===== src/rtl/mc_ctrl_pkg.sv =====
// Shared encodings for the multicycle MIPS main controller: state codes,
// opcodes and the datapath select encodings the controller drives.
package mc_ctrl_pkg;

    typedef enum logic [3:0] {
        S_FETCH  = 4'd0,
        S_DECODE = 4'd1,
        S_MEMADR = 4'd2,
        S_MEMRD  = 4'd3,
        S_MEMWB  = 4'd4,
        S_MEMWR  = 4'd5,
        S_REXEC  = 4'd6,
        S_RWB    = 4'd7,
        S_BEQ    = 4'd8,
        S_BNE    = 4'd9,
        S_JUMP   = 4'd10,
        S_JAL    = 4'd11,
        S_IEXEC  = 4'd12,
        S_ZEXEC  = 4'd13,
        S_IWB    = 4'd14,
        S_HALT   = 4'd15
    } state_t;

    localparam logic [5:0] OP_RTYPE = 6'b000000;
    localparam logic [5:0] OP_LW    = 6'b100011;
    localparam logic [5:0] OP_SW    = 6'b101011;
    localparam logic [5:0] OP_BEQ   = 6'b000100;
    localparam logic [5:0] OP_BNE   = 6'b000101;
    localparam logic [5:0] OP_J     = 6'b000010;
    localparam logic [5:0] OP_JAL   = 6'b000011;
    localparam logic [5:0] OP_ADDI  = 6'b001000;
    localparam logic [5:0] OP_ANDI  = 6'b001100;
    localparam logic [5:0] OP_ORI   = 6'b001101;

    localparam logic       ID_PC     = 1'b0;
    localparam logic       ID_ALUOUT = 1'b1;

    localparam logic       A1_PC = 1'b0;
    localparam logic       A1_RS = 1'b1;

    localparam logic [1:0] A2_RT   = 2'd0;
    localparam logic [1:0] A2_FOUR = 2'd1;
    localparam logic [1:0] A2_SEXT = 2'd2;
    localparam logic [1:0] A2_ZEXT = 2'd3;

    localparam logic [1:0] ALU_ADD   = 2'd0;
    localparam logic [1:0] ALU_SUB   = 2'd1;
    localparam logic [1:0] ALU_FUNCT = 2'd2;
    localparam logic [1:0] ALU_OR    = 2'd3;

    localparam logic [1:0] PC_ALU    = 2'd0;
    localparam logic [1:0] PC_ALUOUT = 2'd1;
    localparam logic [1:0] PC_JUMP   = 2'd2;

    localparam logic [1:0] RFD_RT  = 2'd0;
    localparam logic [1:0] RFD_RD  = 2'd1;
    localparam logic [1:0] RFD_R31 = 2'd2;

    localparam logic [1:0] M2R_ALUOUT = 2'd0;
    localparam logic [1:0] M2R_MDR    = 2'd1;
    localparam logic [1:0] M2R_PC     = 2'd2;

endpackage


===== src/rtl/mc_main_controller_v2.sv =====
// Multicycle MIPS main controller with memory wait states and illegal-opcode trap.
// Outputs decode the registered state, with mem_ready gating the memory-side enables.
module mc_main_controller_v2
    import mc_ctrl_pkg::*;
#(
    parameter int unsigned OPW     = 6,
    parameter int unsigned SW      = 4,
    parameter bit          WAIT_EN = 1'b1,
    parameter bit          TRAP_EN = 1'b1
) (
    input  logic           CLK,
    input  logic           rst,
    input  logic [OPW-1:0] op,
    input  logic           mem_ready,
    output logic           IDSel,
    output logic           MWE,
    output logic           IRWE,
    output logic [1:0]     RFDSel,
    output logic [1:0]     MtoRFSel,
    output logic           RFWE,
    output logic           ALUIn1Sel,
    output logic [1:0]     ALUIn2Sel,
    output logic [1:0]     ALUop,
    output logic [1:0]     PCSel,
    output logic           Branch,
    output logic           BranchNE,
    output logic           PCWE,
    output logic           illegal,
    output logic [SW-1:0]  st
);

    state_t     state_q;
    state_t     state_d;
    logic [5:0] opc;
    logic       mem_go;

    assign opc    = 6'(op);
    assign mem_go = WAIT_EN ? mem_ready : 1'b1;
    assign st     = SW'(state_q);

    always_ff @(posedge CLK) begin
        if (rst) begin
            state_q <= S_FETCH;
        end else begin
            state_q <= state_d;
        end
    end

    always_comb begin
        state_d   = state_q;
        IDSel     = ID_PC;
        MWE       = 1'b0;
        IRWE      = 1'b0;
        RFDSel    = RFD_RT;
        MtoRFSel  = M2R_ALUOUT;
        RFWE      = 1'b0;
        ALUIn1Sel = A1_PC;
        ALUIn2Sel = A2_RT;
        ALUop     = ALU_ADD;
        PCSel     = PC_ALU;
        Branch    = 1'b0;
        BranchNE  = 1'b0;
        PCWE      = 1'b0;
        illegal   = 1'b0;

        case (state_q)
            S_FETCH: begin
                ALUIn2Sel = A2_FOUR;
                IRWE      = mem_go;
                PCWE      = mem_go;
                if (mem_go) state_d = S_DECODE;
            end
            S_DECODE: begin
                ALUIn2Sel = A2_SEXT;
                case (opc)
                    OP_RTYPE:       state_d = S_REXEC;
                    OP_LW, OP_SW:   state_d = S_MEMADR;
                    OP_BEQ:         state_d = S_BEQ;
                    OP_BNE:         state_d = S_BNE;
                    OP_J:           state_d = S_JUMP;
                    OP_JAL:         state_d = S_JAL;
                    OP_ADDI:        state_d = S_IEXEC;
                    OP_ANDI, OP_ORI: state_d = S_ZEXEC;
                    default: begin
                        if (TRAP_EN) begin
                            state_d = S_HALT;
                        end else begin
                            state_d = S_FETCH;
                            illegal = 1'b1;
                        end
                    end
                endcase
            end
            S_MEMADR: begin
                ALUIn1Sel = A1_RS;
                ALUIn2Sel = A2_SEXT;
                state_d   = (opc == OP_SW) ? S_MEMWR : S_MEMRD;
            end
            S_MEMRD: begin
                IDSel = ID_ALUOUT;
                if (mem_go) state_d = S_MEMWB;
            end
            S_MEMWB: begin
                MtoRFSel = M2R_MDR;
                RFWE     = 1'b1;
                state_d  = S_FETCH;
            end
            S_MEMWR: begin
                IDSel = ID_ALUOUT;
                // a reset arriving with the handshake must not let the store land
                MWE   = mem_go & ~rst;
                if (mem_go) state_d = S_FETCH;
            end
            S_REXEC: begin
                ALUIn1Sel = A1_RS;
                ALUop     = ALU_FUNCT;
                state_d   = S_RWB;
            end
            S_RWB: begin
                RFDSel  = RFD_RD;
                RFWE    = 1'b1;
                state_d = S_FETCH;
            end
            S_BEQ, S_BNE: begin
                ALUIn1Sel = A1_RS;
                ALUop     = ALU_SUB;
                PCSel     = PC_ALUOUT;
                Branch    = (state_q == S_BEQ);
                BranchNE  = (state_q == S_BNE);
                state_d   = S_FETCH;
            end
            S_JUMP: begin
                PCSel   = PC_JUMP;
                PCWE    = 1'b1;
                state_d = S_FETCH;
            end
            S_JAL: begin
                // r31 captures the already-incremented PC in the same edge the PC jumps
                PCSel    = PC_JUMP;
                PCWE     = 1'b1;
                RFDSel   = RFD_R31;
                MtoRFSel = M2R_PC;
                RFWE     = 1'b1;
                state_d  = S_FETCH;
            end
            S_IEXEC: begin
                ALUIn1Sel = A1_RS;
                ALUIn2Sel = A2_SEXT;
                state_d   = S_IWB;
            end
            S_ZEXEC: begin
                // andi routes through the funct path so the ALU decoder picks AND from op
                ALUIn1Sel = A1_RS;
                ALUIn2Sel = A2_ZEXT;
                ALUop     = (opc == OP_ANDI) ? ALU_FUNCT : ALU_OR;
                state_d   = S_IWB;
            end
            S_IWB: begin
                RFWE    = 1'b1;
                state_d = S_FETCH;
            end
            S_HALT: begin
                illegal = 1'b1;
            end
            default: begin
                state_d = S_FETCH;
            end
        endcase
    end

endmodule


===== config.mk =====
export PLATFORM = sky130hd
export DESIGN_NAME = mc_main_controller_v2
export DESIGN_NICKNAME = d
export VERILOG_FILES = /design/src/rtl/mc_ctrl_pkg.sv /design/src/rtl/mc_main_controller_v2.sv
export SDC_FILE = /design/constraint.sdc
export NUM_CORES = 1
export LEC_CHECK = 0
export ABC_AREA = 1
export CORE_MARGIN = 8
export CORE_UTILIZATION = 33
export CTS_CLUSTER_DIAMETER = 80
export DETAILED_ROUTE_END_ITERATION = 7
export MAX_ROUTING_LAYER = met4
export PLACE_DENSITY = 0.74
export SLEW_MARGIN = 40
export SYNTH_ARGS = -nofsm -noshare
export SYNTH_HDL_FRONTEND = slang
export SYNTH_SLANG_ARGS = --single-unit

===== constraint.sdc =====
create_clock -name CLK -period 1.6 [get_ports CLK]
set_clock_uncertainty 0.2 [all_clocks]
set_input_delay 0.32 -clock CLK [delete_from_list [all_inputs] [get_ports CLK]]
set_output_delay 0.32 -clock CLK [all_outputs]
set_load 0.005 [all_outputs]

==> impl_metrics.csv, run 1 <==
group,metric,value,unit
timing,fin_crit,1980,ps
worst_setup_path,cpMaxStageDelayCell,"or4_1",
clocking,cts_tree,"yes",
power,peakVddDrop,1.16,mV
synth,seq_area_frac_synth,0.145,
finish,area_growth,162,%
synth,synth-seq-cells,4,
place,dp_slack,-599,ps
clocking,htreeDepth,1,
timing,fin_hold_ws,503,ps
die,core,1540,um^2
synth,synth_compound_area_frac,0.129,
timing,tightest_slew,277,ps
worst_setup_path,max_stage_delay,480,ps
worst_setup_path,worstPathRequired,1080,ps
die,die_w,56.9,um
timing,slew_violations,0,
finish,drive_above_1_share,0.645,
finish,nets,207,
worst_setup_path,critPathTopFamily,"simple AND/OR/NAND/NOR gates",
synth,synth_cell_types,19,
clocking,max-clock-path-buffers,2,
global_route,grt_antenna_before_repair,0,
finish,final_cell_area,1450,um^2
synth,synth_top_family_by_area,"simple AND/OR/NAND/NOR gates",
power,p_leak,0.811,nW
synth,yosys.area_share.simple,0.543,
global_route,met2_usage,0.357,
worst_setup_path,worstPathArrival,1460,ps
outcome,status,"complete, but fails checks",
place,dp_hpwl,1990,um
route,antenna_left,0,
clocking,cts_inserted_buffers,3,
route,num_vias,1269,
route,wire_per_inst,21.3,um
worst_setup_path,crit_chain,"inv_6 > nor2_4 > inv_2 > nor2_2 > or4_1 > buf_2",
clocking,cts_root_buf,"clkbuf_4",
route,totalWireLength,4540,um
synth,synthAdderAreaFrac,0,
clocking,path_clk_slew,30,ps
die,die_h,56.9,um
power,p_total,2.42,mW
global_route,top_usage_layer,"met2",
synth,synthArstFlopShare,0,
synth,yosysTopAreaCell,"nand2_1",
timing,finalCritPeriodShare,1.24,
clocking,clk_latency,250,ps
synth,synth_top_area_frac,0.176,
die,pin_count,32,
synth,synthTopCellsByCount,"nand2_1, nor2_1, inv_1, nand3_1, o21ai_0",
worst_setup_path,startpoint_type,"flop",
outcome,failed_checks,"setup timing",
global_route,grt.total_usage,0.212,
route,drtPass1Iterations,5,
timing,setup_ws,-383,ps
route,drt_first_iter_violations,68,
synth,synth_edf_count,0,
place,portBuffers,31,
route,drc_errors,0,
worst_setup_path,critPathKind,"reg2out",
timing,tns,-4450,ps
die,row_count,14,
synth,synth_area,553,um^2
synth,syn_area_per_cell,4.85,um^2
route,vias_per_cell,5.96,
place,gp_congestion,0.888,
global_route,globalRouteMet1Util,0.213,
synth,post_synth_xor_area_fraction,0,
synth,ys_warn_count,0,
global_route,met3_usage,0.0774,
synth,synthCells,114,
finish,largest_reg_flops,4,
timing,max_freq,504,MHz
global_route,overflow,0,
worst_setup_path,cp_max_fo,3,
power,power.density,1670,nW/um^2
timing,hold_viol,0,
finish,antenna_cells,0,
die,dieArea,3240,um^2
synth,ys.flop_type,"dfxtp_1",
synth,netlist_top_cells_area,"nand2_1, nor2_1, inv_1",
worst_hold_path,hp-class,"in2reg",
synth,syn_nets,123,
die,initial_core_util,0.359,
worst_setup_path,critPathCaptureType,"output port",
timing,max_slew_margin,0.813,
global_route,grt_start_max_net_pins,7,
place,post_dp_cell_area,1100,um^2
global_route,grt_pass1_wl,5520,um
clocking,cts.sinks,4,
worst_setup_path,cp_num_buf_inv,3,
global_route,grt_pass1_vias,1201,
synth,synthMuxAreaShare,0,
timing,rsz0062_at_grt,"yes",
run,drv_cap,0,
timing,setup_viol,20,
## cell families (layout without fill, tap and decap cells)
kind of cell,after synthesis,after routing
AOI/OAI and AO/OA,13,13
and+or+nand+nor,71,71
buffers and inverters,26,109
DFF,4,4
## final cells by class
type / instances / area [um^2]
timing repair buffer: 80 / 628
multi-input combinational: 84 / 569
inverter: 25 / 109
sequential: 4 / 95.1
fill: 54 / 93.8
clock buffer: 4 / 26.3
tap: 16 / 20.0
## worst reg2reg max path: stages (launching register included)
cell and delay, ps:
dfxtp_4 410, buf_4 140, nor2_4 40, inv_2 100, nor2_4 60, buf_6 110
buf_4 130, o21ai_1 130, nand2_1 100, nand2_1 80, nand4_1 120, nand2_1 100
inv_1 50
## repair_timing
item                       in CTS  in global routing
setup endpoints to repair      27                 26
pin swaps                      13                 10
resized for setup             141                 37
hold buffers                    0                  0
cloned                          0                  0
hold endpoints to repair        0                  0
setup buffers                  14                  6
## final timing paths
path | from | endpoint | slack [ps] | depth (start not counted)
worst max-delay path | st[2] | RFWE | -380 | 6
worst min-delay path | op[0] | st[0] | 500 | 6
worst max register to register | st[3] | st[1] | -270 | 12
worst min register to register | st[0] | st[2] | 710 | 6
## per-stage QoR
step / instances / util
2_1_floorplan: 114 / -
3_3_place_gp: 189 / 0.716
3_5_place_dp: 189 / 0.716
4_1_cts: 207 / 0.854
5_1_grt: 213 / 0.939
6_report: 213 / 0.939
## cell usage in the layout (no fill, tap or decap), types with 7 or more instances in the layout
cell type and n:
nor2_1 8, dlygate4sd2_1 7, inv_1 14, nand2_2 8, buf_2 15, buf_6 13
nor2_4 14, buf_4 40, nand2_1 16, nand3_1 7
## report_power, final
part,internal [mW],leakage [nW],total [mW],switching [mW]
Clock,0.0944,0.0150,0.149,0.0550
Combinational,0.979,0.761,2.01,1.03
Sequential,0.160,0.0356,0.254,0.0936
## layer usage
metal | share of wire | up-vias | wire length, um
met2 | 0.46 | 153 | 2070
li1 | - | 521 | -
met4 | 0.071 | 0 | 322
met1 | 0.35 | 554 | 1580
met3 | 0.13 | 41 | 574
met5 | 0 | - | 0
Power figures use the tool's default switching activity.
==> run 2, diff against run 1 <==
--- a/config.mk
+++ b/config.mk
@@ -12,6 +12,7 @@
 export DETAILED_ROUTE_END_ITERATION = 7
 export MAX_ROUTING_LAYER = met4
 export PLACE_DENSITY = 0.74
+export SKIP_LAST_GASP = 1
 export SLEW_MARGIN = 40
 export SYNTH_ARGS = -nofsm -noshare
 export SYNTH_HDL_FRONTEND = slang
==> run 2 against run 1 <==
Effect of this change:
- the flow still finishes with violations (setup timing)
- sequential share of layout area down 0.21 points
- total power down 0.12%
- clock power up 5%
- combinational power about the same
- clock-buffer cell count unchanged
- worst setup slack worse by 42 ps
- first-iteration DRC count up 66%
- core utilization up 0.57 points
- critical path depth down 2
- worst hold slack better by 23 ps
- sequential power up 2%
- largest power group unchanged
- highest routed layer unchanged
==> impl_metrics.csv, run 2 (synthesized netlist as in run 1, its figures left out) <==
group,metric,value,unit
place,dp_hpwl,1990,um
die,row_count,14,
worst_setup_path,reg2reg_depth,12,
power,p_clk_frac,0.065,
die,initial_core_util,0.359,
timing,tns,-4960,ps
clocking,cts_root_buf,"clkbuf_4",
timing,rsz0062_at_grt,"yes",
finish,largest_reg_flops,4,
worst_setup_path,cpMaxStageDelayCell,"or4_1",
power,p_leak,0.802,nW
route,totalWireLength,4810,um
power,p_sw_frac,0.501,
timing,finalCritPeriodShare,1.27,
route,wire_per_inst,22.6,um
die,die_h,56.9,um
worst_setup_path,cp.depth,4,
power,p_comb_frac,0.828,
global_route,grt_pass1_vias,1101,
power,p_int,1.20,mW
timing,fin_hold_ws,526,ps
clocking,cts.sinks,4,
clocking,cts_tree,"yes",
die,die_w,56.9,um
place,portBuffers,31,
place,placed_cells,189,
worst_setup_path,worstPathRequired,1080,ps
timing,max_freq,494,MHz
clocking,path_clk_slew,60,ps
worst_setup_path,r2r_slack,-380,ps
clocking,max-clock-path-buffers,2,
finish,layoutNonFillerInstCount,213,
global_route,grt_start_max_net_pins,7,
outcome,failed_checks,"setup timing",
timing,max_slew_margin,0.832,
route,drtPass1Iterations,5,
global_route,grt_pass1_wl,5160,um
route,drc_errors,0,
run,drv_cap,0,
power,peakVddDrop,1.13,mV
finish,area_growth,163,%
finish,layout_commonest_cell,"buf_4",
worst_setup_path,cp_num_buf_inv,1,
global_route,grt.total_usage,0.197,
place,gp_congestion,0.888,
timing,setup_ws,-425,ps
finish,final_core_util,0.945,
power,switchingPower,1.21,mW
timing,setup_viol,23,
worst_hold_path,hp-class,"in2reg",
timing,slew_violations,0,
worst_setup_path,cp_max_fo,6,
finish,final_cell_area,1460,um^2
die,pin_count,32,
route,antenna_left,0,
timing,fin_crit,2030,ps
clocking,clk_latency,260,ps
finish,drive_above_1_share,0.643,
worst_setup_path,worstReg2RegStart,"st[1]",
worst_setup_path,critPathTopFamily,"simple AND/OR/NAND/NOR gates",
finish,layout_common_cells,"buf_4, nand2_1, inv_1",
timing,hold_viol,0,
route,vias_per_cell,6.04,
worst_setup_path,worst_setup_path_endpoint,"RFWE",
die,core,1540,um^2
global_route,overflow,0,
worst_setup_path,critPathCaptureType,"output port",
route,drt_first_iter_violations,113,
route,num_vias,1287,
worst_setup_path,worstPathArrival,1510,ps
power,sequentialPowerShare,0.107,
worst_setup_path,max_stage_delay,540,ps
worst_setup_path,startpoint_type,"flop",
clocking,postCtsHoldBufs,0,
worst_setup_path,r2r-end,"st[1]",
die,dieArea,3240,um^2
worst_setup_path,startpoint,"st[3]",
place,post_dp_cell_area,1100,um^2
clocking,cts_inserted_buffers,3,
timing,tightest_slew,250,ps
global_route,grt_antenna_before_repair,0,
power,power.density,1660,nW/um^2
finish,nets,206,
clocking,htreeDepth,1,
worst_setup_path,critPathKind,"reg2out",
outcome,status,"complete, but fails checks",
worst_setup_path,crit_chain,"nand2_2 > nor3_1 > or4_1 > buf_2",
run 2: changes by cell type in the layout (fill, tap and decap cells not counted), sizes merged:
cell / before / now
buf: 68 / 65
clkdlybuf4s15: 0 / 3
clkbuf: 6 / 5
diode: 0 / 1
run 2: power groups by stage:
stage | registers [mW] | clock network (mW) | logic [mW]
4_1_cts | 0.239 | 0.144 | 1.53
6_report | 0.259 | 0.157 | 2.00
3_5_place_dp | 0.199 | 0 | 1.19
3_3_place_gp | 0.193 | 0 | 1.16
5_1_grt | 0.260 | 0.163 | 2.06
2_1_floorplan | 0.214 | 0 | 0.423
run 2: area by class of cell:
type,count,area [um^2]
well taps,16,20.0
clock buffers,4,26.3
inverters,25,101
repair buffers,79,627
flip-flops and latches,4,92.6
diodes,1,2.50
multi-input cells,84,587
fillers,51,85.1
run 2: worst min path at each step:
stage	startpoint	cells after the start	end
4_1_cts	mem_ready	5	st[2]
5_1_grt	mem_ready	4	st[0]
3_3_place_gp	st[2]	5	st[1]
3_5_place_dp	st[2]	5	st[1]
2_1_floorplan	rst	1	st[2]
6_report	mem_ready	4	st[0]
run 2: metrics by stage:
step,worst slack [ps],power [mW]
CTS,-311,1.91
detailed placement,-599,1.39
global placement,-546,1.36
floorplan,13.7,0.637
finish,-425,2.41
global route,-441,2.48
run 2: worst register-to-register path, delay by kind of cell, from the launching register on:
kind                   cells  cell delay [ps]
AOI/OAI and AO/OA          1              150
buffers and inverters      5              510
DFF                        1              410
and+or+nand+nor            6              610
run 2: timing repair:
action,4_1_cts,5_1_grt
gates resized for setup,139,31
pin swaps,13,6
endpoints found under the setup margin,27,23
setup buffers,14,6
run 2: metal layers:
metal,wire length (um),up-vias,track usage,share of wire
met5,0,-,-,0
met2,2120,152,0.326,0.44
met4,428,0,0.0772,0.089
met3,608,61,0.0487,0.13
met1,1650,558,0.223,0.34
li1,-,516,-,-
